==> src/rtl/strip_allocator_if.sv <==
// strip_allocator_if: request/result bundle between a placement client and the strip allocator.
interface strip_allocator_if;
    logic       valid_in;
    logic       ready_out;
    logic [7:0] width_in;
    logic [4:0] height_in;
    logic       valid_out;
    logic [3:0] strip_ID_out;
    logic [7:0] occupied_width_out;
    logic [3:0] strike_out;
    logic       strike_flag_out;
    modport slave (
        input  valid_in, width_in, height_in,
        output ready_out, valid_out, strip_ID_out, occupied_width_out, strike_out, strike_flag_out
    );
    modport master (
        output valid_in, width_in, height_in,
        input  ready_out, valid_out, strip_ID_out, occupied_width_out, strike_out, strike_flag_out
    );
endinterface

==> src/rtl/strip_allocator.sv <==
// strip_allocator: best-fit horizontal strip selection on the 128x128 canvas.
// Scans one strip per cycle, tracks per-strip occupied width and counts failed placements.
module strip_allocator #(
    parameter int NUM_STRIPS = 13,
    parameter int CANVAS_W   = 128,
    parameter int MAX_H      = 16
) (
    input logic             clk,
    input logic             rst,
    strip_allocator_if.slave bus
);
    typedef enum logic [1:0] {IDLE, SCAN, RESULT} state_t;
    localparam logic [4:0] HT [NUM_STRIPS] = '{5'd8, 5'd8, 5'd9, 5'd7, 5'd10, 5'd6, 5'd11, 5'd5, 5'd12, 5'd4, 5'd16, 5'd16, 5'd16};
    state_t     r_state, w_next;
    logic [7:0] r_occ [NUM_STRIPS];
    logic [7:0] r_w, r_x;
    logic [4:0] r_h, r_best_h;
    logic [3:0] r_idx, r_best, r_strip, r_strike;
    logic       r_bad, r_flag;
    logic [3:0] w_slot, w_bslot;
    logic       w_fit, w_better, w_commit;
    // r_idx runs one past the last strip: that extra cycle commits the chosen placement
    always_comb begin
        w_slot   = (r_idx != 4'd0 && r_idx <= 4'(NUM_STRIPS)) ? r_idx - 4'd1 : 4'd0;
        w_bslot  = (r_best != 4'd0) ? r_best - 4'd1 : 4'd0;
        w_fit    = r_state == SCAN && r_idx != 4'd0 && r_idx <= 4'(NUM_STRIPS) && !r_bad &&
                   r_h <= HT[w_slot] && ({1'b0, r_occ[w_slot]} + {1'b0, r_w} <= 9'(CANVAS_W));
        w_better = w_fit && (r_best == 4'd0 || HT[w_slot] < r_best_h);
        w_commit = r_state == SCAN && r_idx == 4'(NUM_STRIPS + 1);
        w_next   = r_state;
        case (r_state)
            IDLE:    w_next = bus.valid_in ? SCAN : IDLE;
            SCAN:    w_next = w_commit ? RESULT : SCAN;
            default: w_next = IDLE;
        endcase
    end
    always_ff @(posedge clk) begin
        if (rst) begin
            r_state  <= IDLE;
            r_w      <= '0;
            r_h      <= '0;
            r_bad    <= 1'b0;
            r_idx    <= '0;
            r_best   <= '0;
            r_best_h <= '0;
            r_strip  <= '0;
            r_x      <= '0;
            r_strike <= '0;
            r_flag   <= 1'b0;
            for (int i = 0; i < NUM_STRIPS; i++) r_occ[i] <= '0;
        end else begin
            r_state <= w_next;
            if (r_state == IDLE && bus.valid_in) begin
                r_w    <= bus.width_in;
                r_h    <= bus.height_in;
                r_bad  <= bus.width_in == 8'd0 || bus.width_in > 8'(CANVAS_W) ||
                          bus.height_in == 5'd0 || bus.height_in > 5'(MAX_H);
                r_idx  <= 4'd1;
                r_best <= 4'd0;
            end
            if (r_state == SCAN) r_idx <= r_idx + 4'd1;
            if (w_better) begin
                r_best   <= r_idx;
                r_best_h <= HT[w_slot];
            end
            if (w_commit) begin
                r_strip <= r_best;
                r_x     <= (r_best != 4'd0) ? r_occ[w_bslot] : 8'd0;
                r_flag  <= r_best == 4'd0;
                if (r_best != 4'd0) r_occ[w_bslot] <= r_occ[w_bslot] + r_w;
                else if (r_strike != 4'd15) r_strike <= r_strike + 4'd1;
            end
        end
    end
    assign bus.ready_out          = r_state == IDLE;
    assign bus.valid_out          = r_state == RESULT;
    assign bus.strip_ID_out       = r_strip;
    assign bus.occupied_width_out = r_x;
    assign bus.strike_out         = r_strike;
    assign bus.strike_flag_out    = r_flag;
endmodule
==> src/flat_wrapper.sv <==
// flat-port wrapper written by rule: the top's interface ports become plain ports
module strip_allocator_flat 
#(
    parameter int NUM_STRIPS = 13,
    parameter int CANVAS_W   = 128,
    parameter int MAX_H      = 16
)
  (clk, rst, bus_valid_in, bus_width_in, bus_height_in, bus_ready_out, bus_valid_out, bus_strip_ID_out, bus_occupied_width_out, bus_strike_out, bus_strike_flag_out);
  strip_allocator_if bus_i ();
  input logic clk;
  input logic rst;
  input wire logic [$bits(bus_i.valid_in)-1:0] bus_valid_in;
  input wire logic [$bits(bus_i.width_in)-1:0] bus_width_in;
  input wire logic [$bits(bus_i.height_in)-1:0] bus_height_in;
  output wire logic [$bits(bus_i.ready_out)-1:0] bus_ready_out;
  output wire logic [$bits(bus_i.valid_out)-1:0] bus_valid_out;
  output wire logic [$bits(bus_i.strip_ID_out)-1:0] bus_strip_ID_out;
  output wire logic [$bits(bus_i.occupied_width_out)-1:0] bus_occupied_width_out;
  output wire logic [$bits(bus_i.strike_out)-1:0] bus_strike_out;
  output wire logic [$bits(bus_i.strike_flag_out)-1:0] bus_strike_flag_out;
  assign bus_i.valid_in = bus_valid_in;
  assign bus_i.width_in = bus_width_in;
  assign bus_i.height_in = bus_height_in;
  assign bus_ready_out = bus_i.ready_out;
  assign bus_valid_out = bus_i.valid_out;
  assign bus_strip_ID_out = bus_i.strip_ID_out;
  assign bus_occupied_width_out = bus_i.occupied_width_out;
  assign bus_strike_out = bus_i.strike_out;
  assign bus_strike_flag_out = bus_i.strike_flag_out;
  strip_allocator #(.NUM_STRIPS(NUM_STRIPS), .CANVAS_W(CANVAS_W), .MAX_H(MAX_H)) u_core (.clk(clk), .rst(rst), .bus(bus_i));
endmodule
==> config.mk <==
export PLATFORM = sky130hd
export DESIGN_NAME = strip_allocator_flat
export DESIGN_NICKNAME = d
export VERILOG_FILES = /design/src/rtl/strip_allocator_if.sv /design/src/rtl/strip_allocator.sv /design/src/flat_wrapper.sv
export SDC_FILE = /design/constraint.sdc
export NUM_CORES = 1
export LEC_CHECK = 0
export CAP_MARGIN = 20
export CORE_ASPECT_RATIO = 0.9
export CORE_MARGIN = 2
export CORE_UTILIZATION = 45
export CTS_BUF_LIST = sky130_fd_sc_hd__clkbuf_8
export DETAILED_ROUTE_END_ITERATION = 7
export SYNTH_ARGS = -nofsm -noshare
export SYNTH_HDL_FRONTEND = slang
export SYNTH_SLANG_ARGS = --single-unit
export TNS_END_PERCENT = 1
==> constraint.sdc <==
create_clock -name clk -period 5.9 [get_ports clk]
set_input_delay 1.18 -clock clk [delete_from_list [all_inputs] [get_ports clk]]
set_output_delay 1.18 -clock clk [all_outputs]
set_load 0.01 [all_outputs]
# --- After elaboration in Yosys (flattened, before gate mapping) ---
# Memory sizes are Yosys's and may differ from the RTL's.
# Index checks and enable logic that the tools add are counted.
word_totals:
  regBits: 46
  mem_bits_rw: 104
  out_inout_bits: 19
  n_memories: 2
  rom_bits: 80
  word_cells: 77
op_classes:
  n_bitwise: 2
  n_reduce_logical: 24
  n_eq_ne: 4
  addsub: 6
  muxes: 21
  order_cmp: 7
memory_table:
  columns: ["memory", "words", "word_bits", "rd", "rd_clocked_by_memory_dff", "write_ports", "line", "text"]
  rows:
  - ["u_core.r_occ", 13, 8, 2, 0, 13, "strip_allocator.sv:15", "logic [7:0] r_occ [NUM_STRIPS];"]
  - ["(name not given)", 16, 5, 1, 0, 0, "strip_allocator.sv:27", "r_h <= HT[w_slot] && ({1'b0, r_occ[w_slot]} + {1'b0, r_w} <= 9'(CANVAS_W));"]
ops:
  columns: ["operator", "count"]
  rows:
  - ["$mux 4", 7]
  - ["$mux 8", 2]
  - ["$mux 5", 2]
  - ["$add 8x8->9", 1]
  - ["$le 9x8->1 const B", 1]
  - ["$logic_and 1x1->1", 9]
  - ["$add 4x1->4 const B", 2]
  - ["$add 8x8->8", 1]
  - ["$gt 8x8->1 const B", 1]
  - ["$logic_not 8->1", 1]
  - ["$mux 1", 8]
  - ["$reduce_bool 4->1", 2]
  - ["$reduce_or 8->1", 1]
  - ["$sub 4x1->4 const B", 2]
  - ["$ge 5x5->1 const B", 1]
  - ["$gt 5x5->1 const B", 1]
  - ["$le 5x5->1", 1]
  - ["$logic_not 5->1", 1]
  - ["$lt 5x5->1", 1]
  - ["$not 4->5", 1]
  - ["$eq 4x4->1 const B", 1]
  - ["$le 4x4->1 const B", 1]
  - ["$logic_not 4->1", 1]
  - ["$logic_or 1x1->1", 4]
  - ["10 further kinds", 11]

# --- Longest topological paths before layout ---
# Gate-level depths: netlist (run 1).
depth:
  word_depth: 12
  ltp_mapped: 22
  mapped_depth_nobuf: 18

# --- Worst setup path after synthesis (run 1) ---
# Ideal clock, no wire load.
synth_path:
  path_kind: "register -> register"
  startpoint: "register u_core.r_idx[0]"
  endpoint: "register u_core.r_best_h[0]"
  slack_ns: 0.912
  arrival_ns: 4.867
  n_path_buf: 3
  path_stages_with_launch: 21
  period_less_slack_ns: 4.988
  required_ns: 5.779
  cell_sequence: "dfxtp_1 -> clkinv_1 -> clkbuf_1 -> ha_1 -> nand4bb_1 -> and3_1 -> clkbuf_1 -> clkbuf_1 -> nand2_1 -> nand3_1 -> nand3_1 -> o31ai_1 -> mux2_2 -> ha_1 -> a21o_1 -> and4_1 -> or4_1 -> a2111oi_0 -> o21ai_1 -> a31oi_4 -> mux2_4"
synth_between:
  elab_chain_cells: 11
synth_rtl:
  columns: ["element", "line", "text"]
  rows:
  - ["from (decl)", "strip_allocator.sv:18", "logic [3:0] r_idx, r_best, r_strip, r_strike;"]
  - ["from (signal assigned)", "strip_allocator.sv:61", "if (r_state == SCAN) r_idx <= r_idx + 4'd1;"]
  - ["parallel branches: the longest is 11 deep, another holds $add 8x8->9", null, null]
  - ["to (decl)", "strip_allocator.sv:17", "logic [4:0] r_h, r_best_h;"]
# Parallel ways; which one is timed is not known. The select of a mux whose other input is x is not followed.
# A chain may end at the register's enable or synchronous reset.

# --- Worst setup path in the final report (run 1) ---
# Same ends and word-level chain as after synthesis.

==> summary.md, run 1 <==
| Metric | Value |
|---|---|
| Status | completed |
| Final setup TNS | 0 ns |
| Power Dens Cells | 260.0 nW/um2 |
| WP data arrival | 5.70 ns |
| Pin count of the biggest net entering global routing | 71 |
| Clock Skew | 0.01356 ns |
| Final setup violation count | 0 |
| CTS Root Cell | clkbuf_8 |
| Dominant cells by area after synthesis | edfxtp_1 (39%), dfxtp_1 (9.2%), nand2_1 (6.4%) |
| Initial antenna violation count | 0 |
| Sw Pwr | 886.6 uW |
| Vias | 8443 |
| Worst hold path stage count | 2 |
| Vias in the first global route | 7752 |
| Period utilisation layout | 0.9038 |
| P_leak | 0.004028 uW |
| R2R Path Start | u_core.r_idx[0]$_SDFFE_PP0P_ |
| Global-route wire length before repair | 48.36 mm |
| FMAX | 187.5 MHz |
| Prevailing post-synth register cell | edfxtp_1 |
| Avg WL per Cell | 23.35 um |
| Max Root-Sink Buffers | 2 |
| Die height | 145.3 um |
| Reg clk slew, reported paths | 0.09 ns |
| Startpoint Class | flip-flop |
| Post-route ant nets | 0 |
| RR Endpoint | u_core.r_best_h[0]$_SDFFE_PP0P_ |
| Critical path endpoint category | flip-flop |
| Worst endpoint required time | 6.26 ns |
| Slowest stage delay, CP | 0.58 ns |
| CP Depth | 16 |
| Pins Over Slew Limit | 0 |
| HP Start | u_core.r_h[0]$_SDFFE_PP0P_ |
| Area leader, netlist | edfxtp_1 |
| Yosys Warn Count | 0 |
| GRT Total Usage | 0.2764 |
| Worst-path cell chain | clkinv_1 > ha_1 > nand4bb_1 > and3_1 > buf_4 > mux2i_1 > o22ai_1 > a2111oi_0 > nor2_1 > ha_1 > and4_1 > or4_1 > a2111oi_0 > o21ai_1 > a31oi_4 > mux2_4 |
| Worst R2R Setup Slack | 0.57 ns |
| Layout cells sized above 1 | 0.07742 |
| Sw Ratio | 0.3090 |
| Clock Sinks | 174 |
| Post-synth EDFFs | 128 |
| Syn nets | 1120 |
| Die X | 161.0 um |
| DRT iter0 DRCs | 1142 |
| Final wirelength | 32.13 mm |
| Fin crit period | 5.332 ns |
| CTS tree | yes |
| Critical path type | flip-flop to flip-flop |
| Max-cap violations | 0 |
| Yosys reg bits | 174 |
| Post-cts resize count | 0 |
| Reg power frac | 0.482 |
| Worst Hold Path EP | u_core.r_h[0]$_SDFFE_PP0P_ |
| Via-to-Cell Ratio | 6.136 |
| H-tree depth | 4 |
| Core ar. | 21700 um2 |
| Crit path max-delay family | compound AO/OA/AOI/OAI gates |
| FFs w/ async S/R, synth | 0 |
| Hold crit path type | flip-flop to flip-flop |
| Synth unique cells | 70 |
| Critical Path Fanout Max | 21 |
| Post-CTS Hold Buffers | 0 |
| Area delta synth->final | 10.62% |
| Post-DP HPWL | 22.27 mm |
| Reg2Reg Depth | 16 |
| Port Buffers | 34 |
| Share of the synthesized area in the top cell type | 0.3853 |
| Unrepaired setup endpoints after global routing | false |
| # DRC | 0 |
| Worst path slowest cell | a2111oi_0 |
| Clk_lat worst skew | 0.47 ns |
| Total die area | 23380 um2 |
| Post-synthesis cell count | 1069 |
| CTS Buf Count | 17 |
| Cell Area, Synth | 9977 um2 |
| Initial core utilization | 0.4599 |
| Drt first pass iters | 8 |
| Gpl congestion | 0.9809 |
| I/O pin count | 35 |
| Int Power | 1983 uW |
| Power Total | 2869 uW |
| Max-slew headroom | 0.3568 |
| Maximum vdd drop | 174.8 uV |
| Clock power frac | 0.325 |
| Worst Setup SP | u_core.r_idx[0]$_SDFFE_PP0P_ |
| Avg Inst Size Synth | 9.333 um2 |
| Row count | 51 |
| Gate power share | 0.193 |
| Grt ovf | 0 |
| Worst Tran Pin Value | 0.9613 ns |
| Setup bufs post-CTS | 0 |
| Ant. Diodes | 0 |
| Worst path bufs/invs | 2 |
| Sequential fraction of the synthesis area | 0.4776 |
| Final #Nets | 1123 |
| Final hold vios | 0 |
cells by family after synthesis:
family | Yosys count | synth area share
buf+inv | 106 | 0.04189
fa+ha+maj | 35 | 0.04540
flops | 174 | 0.4776
mux | 45 | 0.04828
xor+xnor | 16 | 0.01555
simple gates | 459 | 0.2039
compound gates | 234 | 0.1674
cell type report:
type                    instances  area [um2]
flip-flops and latches        174        4766
repair buffers                 61       563.0
clock buffers                  17       234.0
inverters                      29       108.9
clock inverters                15       196.4
well taps                     291       364.1
multi-input cells             789        4805
fillers                      2061       10660
cell usage after synthesis (all sizes together), types with 13 or more instances:
master	count
inv	28
nor2b	14
clkbuf	60
nor2	158
ha	33
buf	17
mux2i	35
dfxtp	46
o21ai	34
nand2b	31
nand2	170
a21oi	49
a31oi	14
nand3	37
a22oi	15
o22ai	13
a221oi	35
edfxtp	128
metal layers:
| metal | up-vias | routed length, um | track usage |
|---|---|---|---|
| met5 | - | 0 | 0 |
| met3 | 66 | 3153 | 0.06632 |
| met1 | 4052 | 14450 | 0.4075 |
| met4 | 0 | 792 | 0.08616 |
| met2 | 462 | 13730 | 0.3996 |
| li1 | 3863 | - | - |
worst max-delay path by stage:
stage                     slack [ns]                               to
after detailed placement        0.67  u_core.r_best_h[4]$_SDFFE_PP0P_
after global placement          0.76  u_core.r_best_h[3]$_SDFFE_PP0P_
final                           0.57  u_core.r_best_h[0]$_SDFFE_PP0P_
after CTS                       0.66  u_core.r_best_h[0]$_SDFFE_PP0P_
after floorplan                 0.91  u_core.r_best_h[0]$_SDFFE_PP0P_
after global routing            0.35  u_core.r_best_h[0]$_SDFFE_PP0P_
worst reg2reg max path: cells and delay by family, from the launching register on:
family	cells	cell delay, ns
AO/OA/AOI/OAI	5	1.75
adder cells (fa/ha/maj)	2	0.68
buffers and inverters	2	0.37
flip-flops	1	0.51
multiplexers	2	0.56
AND/OR/NAND/NOR	5	1.36
power by group through the flow:
| stage | sequential, uW | combinational, uW | clock, uW |
|---|---|---|---|
| after floorplan | 1390 | 359 | 0 |
| after global placement | 1410 | 537 | 0 |
| after detailed placement | 1410 | 541 | 0 |
| after CTS | 1380 | 544 | 945 |
| after global routing | 1390 | 595 | 998 |
| final | 1380 | 553 | 933 |
sequential cells by signal (all words and copies together), names as in the netlist, 2 cells and up:
name,count
u_core.bus.occupied_width_out,8
u_core.bus.strike_out,4
u_core.bus.strip_ID_out,4
u_core.r_best,4
u_core.r_best_h,5
u_core.r_h,5
u_core.r_idx,4
u_core.r_occ,128
u_core.r_state,2
u_core.r_w,8
through the flow:
stage / std cells / hold slack [ns] / utilization / setup WS (ns) / instance area [um2]
detailed placement: 1344 / 0.4562 / 0.4889 / 0.6660 / 10610
global placement: 1344 / 0.4462 / 0.4889 / 0.7566 / 10610
CTS: 1376 / 0.4694 / 0.5087 / 0.6598 / 11040
global route: 1376 / 0.4938 / 0.5087 / 0.3467 / 11040
floorplan: 1069 / 0.4363 / - / 0.9117 / 9977
finish: 1376 / 0.4660 / 0.5087 / 0.5677 / 11040
placed cells by master (no fill, tap or decap), types with 4 or more instances in the layout:
| cell type | Yosys | routed |
|---|---|---|
| a22o_1 | 10 | 10 |
| ha_1 | 33 | 33 |
| a21oi_1 | 49 | 49 |
| nand2_1 | 170 | 170 |
| mux2i_1 | 35 | 35 |
| nor3_1 | 9 | 9 |
| a21o_1 | 6 | 6 |
| xnor2_1 | 8 | 8 |
| or3_1 | 7 | 7 |
| a221oi_1 | 35 | 35 |
| a22oi_1 | 15 | 15 |
| edfxtp_1 | 128 | 128 |
| and2_1 | 8 | 8 |
| inv_1 | 28 | 28 |
| clkdlybuf4s50_1 | 0 | 33 |
| nor4_1 | 5 | 5 |
| dfxtp_1 | 46 | 45 |
| buf_4 | 0 | 25 |
| inv_6 | 0 | 5 |
| o21a_1 | 9 | 9 |
| clkbuf_8 | 0 | 17 |
| o211a_1 | 5 | 5 |
| nand2b_1 | 31 | 31 |
| a211oi_1 | 9 | 9 |
| o22ai_1 | 13 | 13 |
| o21ai_0 | 30 | 30 |
| nor2_1 | 158 | 158 |
| nand3_1 | 37 | 36 |
| mux2_2 | 5 | 5 |
| a2bb2oi_1 | 4 | 4 |
| xor2_1 | 7 | 7 |
| o2111ai_1 | 4 | 4 |
| nor2b_1 | 14 | 14 |
| a311oi_1 | 4 | 4 |
| mux2_4 | 5 | 5 |
| a31oi_1 | 13 | 13 |
Note: power is estimated with default switching activity, not from simulation.
==> run 2, diff against run 1 <==
--- a/config.mk
+++ b/config.mk
@@ -7,10 +7,10 @@
 export LEC_CHECK = 0
 export CAP_MARGIN = 20
 export CORE_ASPECT_RATIO = 0.9
-export CORE_MARGIN = 2
 export CORE_UTILIZATION = 45
 export CTS_BUF_LIST = sky130_fd_sc_hd__clkbuf_8
 export DETAILED_ROUTE_END_ITERATION = 7
+export REMOVE_ABC_BUFFERS = 1
 export SYNTH_ARGS = -nofsm -noshare
 export SYNTH_HDL_FRONTEND = slang
 export SYNTH_SLANG_ARGS = --single-unit
==> run 2 against run 1 <==
  * First-iteration DRC count rose by 4.5%
  * Non-clock buffer count grew 7
  * Worst hold slack got worse by 0.0031 ns
  * Clock-buffer cell count did not move
  * Setup slack worse by 0.19 ns
  * Critical path depth up 3
  * Clock power down 6.6%
  * Sequential power about the same
  * Register-to-register slack got worse by 0.19 ns
  * Die area fell by 2.6%
  * Cell count is 0.51% higher
  * Clock skew increased by 0.0040 ns
  * Critical endpoint is now u_core.r_best_h[1]$_SDFFE_PP0P_
==> summary.md, run 2 (same netlist as run 1, synthesis figures left out) <==
| Metric | Value |
|---|---|
| Post-CTS Hold Buffers | 0 (unchanged) |
| Initial core utilization | 0.4599 (unchanged) |
| Clock Sinks | 174 (unchanged) |
| Drt first pass iters | 6 (-2) |
| Area after DPL | 10630 um2 (+0.24%) |
| Status | completed |
| Critical path type | flip-flop to flip-flop |
| Vias in the first global route | 7733 (-0.25%) |
| Post-route cell area | 11040 um2 (about the same) |
| Period utilisation layout | 0.9361 (+0.03234) |
| Total die area | 22770 um2 (-2.6%) |
| CTS Root Cell | clkbuf_8 |
| Power Dens Cells | 255.5 nW/um2 (-1.7%) |
| Row count | 51 (unchanged) |
| Leading cell types in the layout, fill and taps excluded | nand2_1 (170), nor2_1 (158), edfxtp_1 (128) |
| Pin count of the biggest net entering global routing | 71 (unchanged) |
| Placed Instances | 1350 (+0.45%) |
| I/O pin count | 35 (unchanged) |
| Die height | 143.3 um (-1.4%) |
| CTS tree | yes |
| Fin crit period | 5.523 ns (+0.1908 ns) |
| Core ar. | 21700 um2 (unchanged) |
| Most common cell after layout, fill and taps aside | nand2_1 |
| Initial antenna violation count | 0 (unchanged) |
| Crit path max-delay family | compound AO/OA/AOI/OAI gates |
| P_leak | 0.004025 uW (about the same) |
| Clock Skew | 0.01754 ns (+0.003975 ns) |
| Slowest stage delay, CP | 0.52 ns (-0.06 ns) |
| Post-route ant nets | 0 (unchanged) |
| Critical path endpoint category | flip-flop |
| Post-cts resize count | 0 (unchanged) |
| Layout Utilization | 0.5088 (about the same) |
| Max-cap violations | 0 (unchanged) |
| Worst-path cell chain | clkinv_1 > ha_1 > nand4bb_1 > nand3_2 > buf_4 > a221oi_1 > a31oi_1 > o2111ai_1 > o41ai_1 > ha_1 > inv_1 > fa_1 > nor2b_1 > o22ai_1 > xnor2_1 > a2111oi_0 > o21ai_1 > a31oi_4 > mux2_4 |
| Gpl congestion | 0.9738 (-0.72%) |
| Avg WL per Cell | 24.39 um (+4.5%) |
| Die X | 159.0 um (-1.2%) |
| R2R Path Start | u_core.r_idx[0]$_SDFFE_PP0P_ |
| Pins Over Slew Limit | 0 (unchanged) |
| Via-to-Cell Ratio | 6.211 (+1.2%) |
| Vias | 8590 (+1.7%) |
| Final wirelength | 33.73 mm (+5.0%) |
| Max FFs per register | 128 (unchanged) |
| Fin worst setup slack | 0.3768 ns (-0.1908 ns) |
| Final setup violation count | 0 (unchanged) |
| Pre-CTS setup slack | 0.5027 ns (-0.1633 ns) |
| Port Buffers | 34 (unchanged) |
| HP Start | u_core.r_h[0]$_SDFFE_PP0P_ |
| Final hold vios | 0 (unchanged) |
| GRT Total Usage | 0.3017 (+0.02530) |
| Final #Nets | 1130 (+0.62%) |
| Post-DP HPWL | 23.49 mm (+5.5%) |
| Critical Path Fanout Max | 20 (-4.8%) |
| Worst Tran Pin Value | 1.140 ns (+0.1785 ns) |
| Startpoint Class | flip-flop |
| Worst path slowest cell | dfxtp_1 |
| Grt ovf | 0 (unchanged) |
| Max Root-Sink Buffers | 2 (unchanged) |
| Max-slew headroom | 0.2374 (-0.1194) |
| Most frequent CP cell | ha_1 |
| H-tree depth | 4 (unchanged) |
| Post-Layout Cell Count | 1383 (+0.51%) |
| Setup bufs post-CTS | 0 (unchanged) |
| Hold crit path type | flip-flop to flip-flop |
| Worst path bufs/invs | 3 (+1) |
| Worst endpoint required time | 6.26 ns (about the same) |
| Ant. Diodes | 0 (unchanged) |
| DRT iter0 DRCs | 1193 (+4.5%) |
| Area delta synth->final | 10.63% (about the same) |
| Worst Setup SP | u_core.r_idx[0]$_SDFFE_PP0P_ |
| Layout cells sized above 1 | 0.08150 (+0.004082) |
| Maximum vdd drop | 157.9 uV (-9.7%) |
| Largest register by flop count | u_core.r_occ |
| CTS Buf Count | 17 (unchanged) |
| # DRC | 0 (unchanged) |
| Global-route wire length before repair | 50.20 mm (+3.8%) |
| Unrepaired setup endpoints after global routing | false |
| WP data arrival | 5.89 ns (+0.19 ns) |
| FMAX | 181.1 MHz (-3.5%) |
| Power Total | 2820 uW (-1.7%) |
| Clk_lat worst skew | 0.48 ns (about the same) |
| Reg clk slew, reported paths | 0.10 ns (about the same) |
## run 2: final timing paths
path	cells past startpoint	slack, ns	end
max	19	0.38	u_core.r_best_h[1]$_SDFFE_PP0P_
min	2	0.46	u_core.r_h[0]$_SDFFE_PP0P_
max reg2reg	19	0.38	u_core.r_best_h[1]$_SDFFE_PP0P_
min reg2reg	2	0.46	u_core.r_h[0]$_SDFFE_PP0P_
## run 2: worst min-delay path: stages, from the launching register on
cell	delay, ns
dfxtp_1	0.33
nand2_1	0.05
a21oi_1	0.05
## run 2: layout make-up
cell class                 instances  area [um2]
multi-input combinational        789        4810
clock buffer                      17       234.0
fill                            2055       10660
inverter                          29       108.9
tap                              291       364.1
timing repair buffer              68       594.3
sequential                       174        4766
clock inverter                    15       161.4
## run 2: per-stage QoR
stage,hold WS [ns],setup TNS (ns)
floorplan,0.4303,-41.99
global placement,0.4473,0
detailed placement,0.4517,0
CTS,0.4662,0
global route,0.4983,0
finish,0.4629,0
## run 2: layer usage
layer / vias to the layer above / share of wire / GRT usage
met2: 480 / 0.41 / 0.4335
met3: 47 / 0.10 / 0.06738
met4: 0 / 0.026 / 0.09565
met5: - / 0 / 0
met1: 4183 / 0.46 / 0.4464
li1: 3880 / - / -
## run 2: report_power, final
part / total (uW) / internal, uW / switching, uW
Clock: 871 / 382 / 488
Combinational: 566 / 185 / 381
Sequential: 1380 / 1350 / 34.8
==> run 3, diff against run 2 <==
--- a/config.mk
+++ b/config.mk
@@ -11,6 +11,7 @@
 export CTS_BUF_LIST = sky130_fd_sc_hd__clkbuf_8
 export DETAILED_ROUTE_END_ITERATION = 7
 export REMOVE_ABC_BUFFERS = 1
+export SLEW_MARGIN = 20
 export SYNTH_ARGS = -nofsm -noshare
 export SYNTH_HDL_FRONTEND = slang
 export SYNTH_SLANG_ARGS = --single-unit
==> run 3 against run 2 <==
  * Utilization barely moved
  * Final area hardly changed
  * Die area is the same
  * Fmax about the same
  * Critical path type unchanged
  * Largest cell class unchanged
==> summary.md, run 3 (same netlist as run 1, synthesis figures left out) <==
| Metric | Value |
|---|---|
| Status | completed |
| Max-cap violations | 0 (unchanged) |
| Gate power share | 0.200 (about the same) |
| Post-route ant nets | 0 (unchanged) |
| Final setup violation count | 0 (unchanged) |
| Avg WL per Cell | 24.38 um (about the same) |
| Power Dens Cells | 254.9 nW/um2 (-0.25%) |
| Critical Path Fanout Max | 18 (-10%) |
| Drt first pass iters | 6 (unchanged) |
| Post-CTS Hold Buffers | 0 (unchanged) |
| Max-slew headroom | 0.2677 (+0.03035) |
| Clock Skew | 0.01610 ns (-0.001439 ns) |
| Final setup TNS | 0 ns (unchanged) |
| GRT Total Usage | 0.3017 (unchanged) |
| Layout Utilization | 0.5086 (about the same) |
| Area delta synth->final | 10.60% (about the same) |
| CTS Root Cell | clkbuf_8 |
| HP Start | u_core.r_h[0]$_SDFFE_PP0P_ |
| Ant. Diodes | 0 (unchanged) |
| Core ar. | 21700 um2 (unchanged) |
| P_leak | 0.004024 uW (about the same) |
| Reg2Reg Depth | 16 (-3) |
| Via-to-Cell Ratio | 6.158 (-0.86%) |
| RR Endpoint | u_core.r_best_h[1]$_SDFFE_PP0P_ |
| Sw Ratio | 0.3188 (-0.001897) |
| Pin count of the biggest net entering global routing | 71 (unchanged) |
| Reg clk slew, reported paths | 0.10 ns (about the same) |
| Final hold vios | 0 (unchanged) |
| Post-cts resize count | 0 (unchanged) |
| Layout cells sized above 1 | 0.08150 (unchanged) |
| Startpoint Class | flip-flop |
| I/O pin count | 35 (unchanged) |
| Total die area | 22770 um2 (unchanged) |
| Max Root-Sink Buffers | 2 (unchanged) |
| Grt ovf | 0 (unchanged) |
| Post-DP HPWL | 23.49 mm (unchanged) |
| Area of the multi-input gates | 4810 um2 (unchanged) |
| CTS tree | yes |
| Critical path type | flip-flop to flip-flop |
| Port Buffers | 34 (unchanged) |
| Final wirelength | 33.72 mm (about the same) |
| R2R Path Start | u_core.r_idx[0]$_SDFFE_PP0P_ |
| Hold crit path type | flip-flop to flip-flop |
| Top layer in use | met4 |
| Clock power frac | 0.308 (about the same) |
| Largest register by flop count | u_core.r_occ |
| Worst endpoint required time | 6.26 ns (about the same) |
| Int Power | 1916 uW (about the same) |
| Worst R2R Setup Slack | 0.38 ns (about the same) |
| Leading cell types in the layout, fill and taps excluded | nand2_1 (170), nor2_1 (158), edfxtp_1 (128) |
| WP data arrival | 5.88 ns (about the same) |
| Vias | 8516 (-0.86%) |
| Setup bufs post-CTS | 0 (unchanged) |
| Worst hold path stage count | 2 (unchanged) |
| Initial antenna violation count | 0 (unchanged) |
| Worst Tran Pin Value | 1.096 ns (-0.04357 ns) |
| FMAX | 181.0 MHz (about the same) |
| Reg power frac | 0.492 (about the same) |
| Worst Hold Path EP | u_core.r_h[0]$_SDFFE_PP0P_ |
| Most common cell after layout, fill and taps aside | nand2_1 |
| Met1 wire length | 15.28 mm (-0.48%) |
| Initial core utilization | 0.4599 (unchanged) |
| Routed length on met2 | 14.04 mm (+0.54%) |
| Fin crit period | 5.524 ns (+0.001078 ns) |
| Maximum vdd drop | 157.1 uV (-0.47%) |
| H-tree depth | 4 (unchanged) |
| Max FFs per register | 128 (unchanged) |
| Die height | 143.3 um (unchanged) |
| FF/Latch Area | 4766 um2 (unchanged) |
| Global-route wire length before repair | 50.20 mm (unchanged) |
| Final #Nets | 1130 (unchanged) |
| Die X | 159.0 um (unchanged) |
| # DRC | 0 (unchanged) |
| Period utilisation layout | 0.9363 (about the same) |
| Fillcell total | 2058 (+0.15%) |
| Gpl congestion | 0.9738 (unchanged) |
| Critical path endpoint category | flip-flop |
| DRT iter0 DRCs | 1211 (+1.5%) |
| Row count | 51 (unchanged) |
| Clock Sinks | 174 (unchanged) |
| Clk_lat worst skew | 0.48 ns (about the same) |
| Sw Pwr | 896.6 uW (-0.87%) |
| CTS Buf Count | 17 (unchanged) |
| Wire length on met3 | 3.500 mm (-0.48%) |
| Vias in the first global route | 7733 (unchanged) |
| Unrepaired setup endpoints after global routing | false |
| Pins Over Slew Limit | 0 (unchanged) |
[run 3: cell counts in the layout (fill, tap and decap cells not counted)]
Identical to the previous run, type by type.
[run 3: worst max-delay path by stage]
stage / from / endpoint / slack, ns / cells after the start
floorplan: u_core.r_best[0]$_SDFFE_PP0P_ / u_core.r_occ[13][6]$_DFFE_PP_ / -0.81 / 15
global placement: u_core.r_idx[0]$_SDFFE_PP0P_ / u_core.r_best_h[4]$_SDFFE_PP0P_ / 0.57 / 16
detailed placement: u_core.r_idx[0]$_SDFFE_PP0P_ / u_core.r_best_h[4]$_SDFFE_PP0P_ / 0.50 / 19
CTS: u_core.r_idx[0]$_SDFFE_PP0P_ / u_core.r_best_h[1]$_SDFFE_PP0P_ / 0.47 / 16
global route: u_core.r_idx[0]$_SDFFE_PP0P_ / u_core.r_best_h[1]$_SDFFE_PP0P_ / 0.04 / 19
finish: u_core.r_idx[0]$_SDFFE_PP0P_ / u_core.r_best_h[1]$_SDFFE_PP0P_ / 0.38 / 16
[run 3: routing by layer]
layer,vias to the layer above,GRT usage
li1,3876,-
met1,4139,0.4464
met2,447,0.4335
met3,54,0.06738
met4,0,0.09565
met5,-,0
[run 3: stage by stage]
stage	power (uW)	std cells	setup WS, ns	instance area [um2]	hold slack (ns)
after floorplan	1729	992	-0.8119	9668	0.4303
after global placement	1955	1350	0.5701	10630	0.4473
after detailed placement	1959	1350	0.5027	10630	0.4517
after CTS	2814	1382	0.4689	11030	0.4662
after global routing	2912	1383	0.04369	11030	0.4983
final	2812	1383	0.3757	11030	0.4626
[run 3: power groups by stage]
| stage | Combinational (uW) | Clock, uW | Sequential (uW) |
|---|---|---|---|
| after CTS | 552 | 881 | 1380 |
| after detailed placement | 550 | 0 | 1410 |
| final | 563 | 866 | 1380 |
| after global routing | 601 | 926 | 1390 |
| after floorplan | 336 | 0 | 1390 |
| after global placement | 544 | 0 | 1410 |
[run 3: area by class of cell]
| type | count | area share |
|---|---|---|
| timing repair buffer | 68 | 0.05352 |
| tap | 291 | 0.03300 |
| clock inverter | 15 | 0.01463 |
| sequential | 174 | 0.4319 |
| multi-input combinational | 789 | 0.4359 |
| inverter | 29 | 0.009865 |
| clock buffer | 17 | 0.02120 |
[run 3: worst max-delay path, cell delays in order, from the launching register on]
cell and delay, ns:
dfxtp_1 0.51, clkinv_1 0.14, ha_1 0.32, nand4bb_1 0.36, nand3_2 0.42, a221oi_1 0.16, a31o_1 0.21, a222oi_1 0.50
mux2_2 0.25, ha_1 0.22, a21o_1 0.20, and4_1 0.21, or4_1 0.39, a2111oi_0 0.48, o21ai_1 0.19, a31oi_4 0.49
mux2_4 0.34
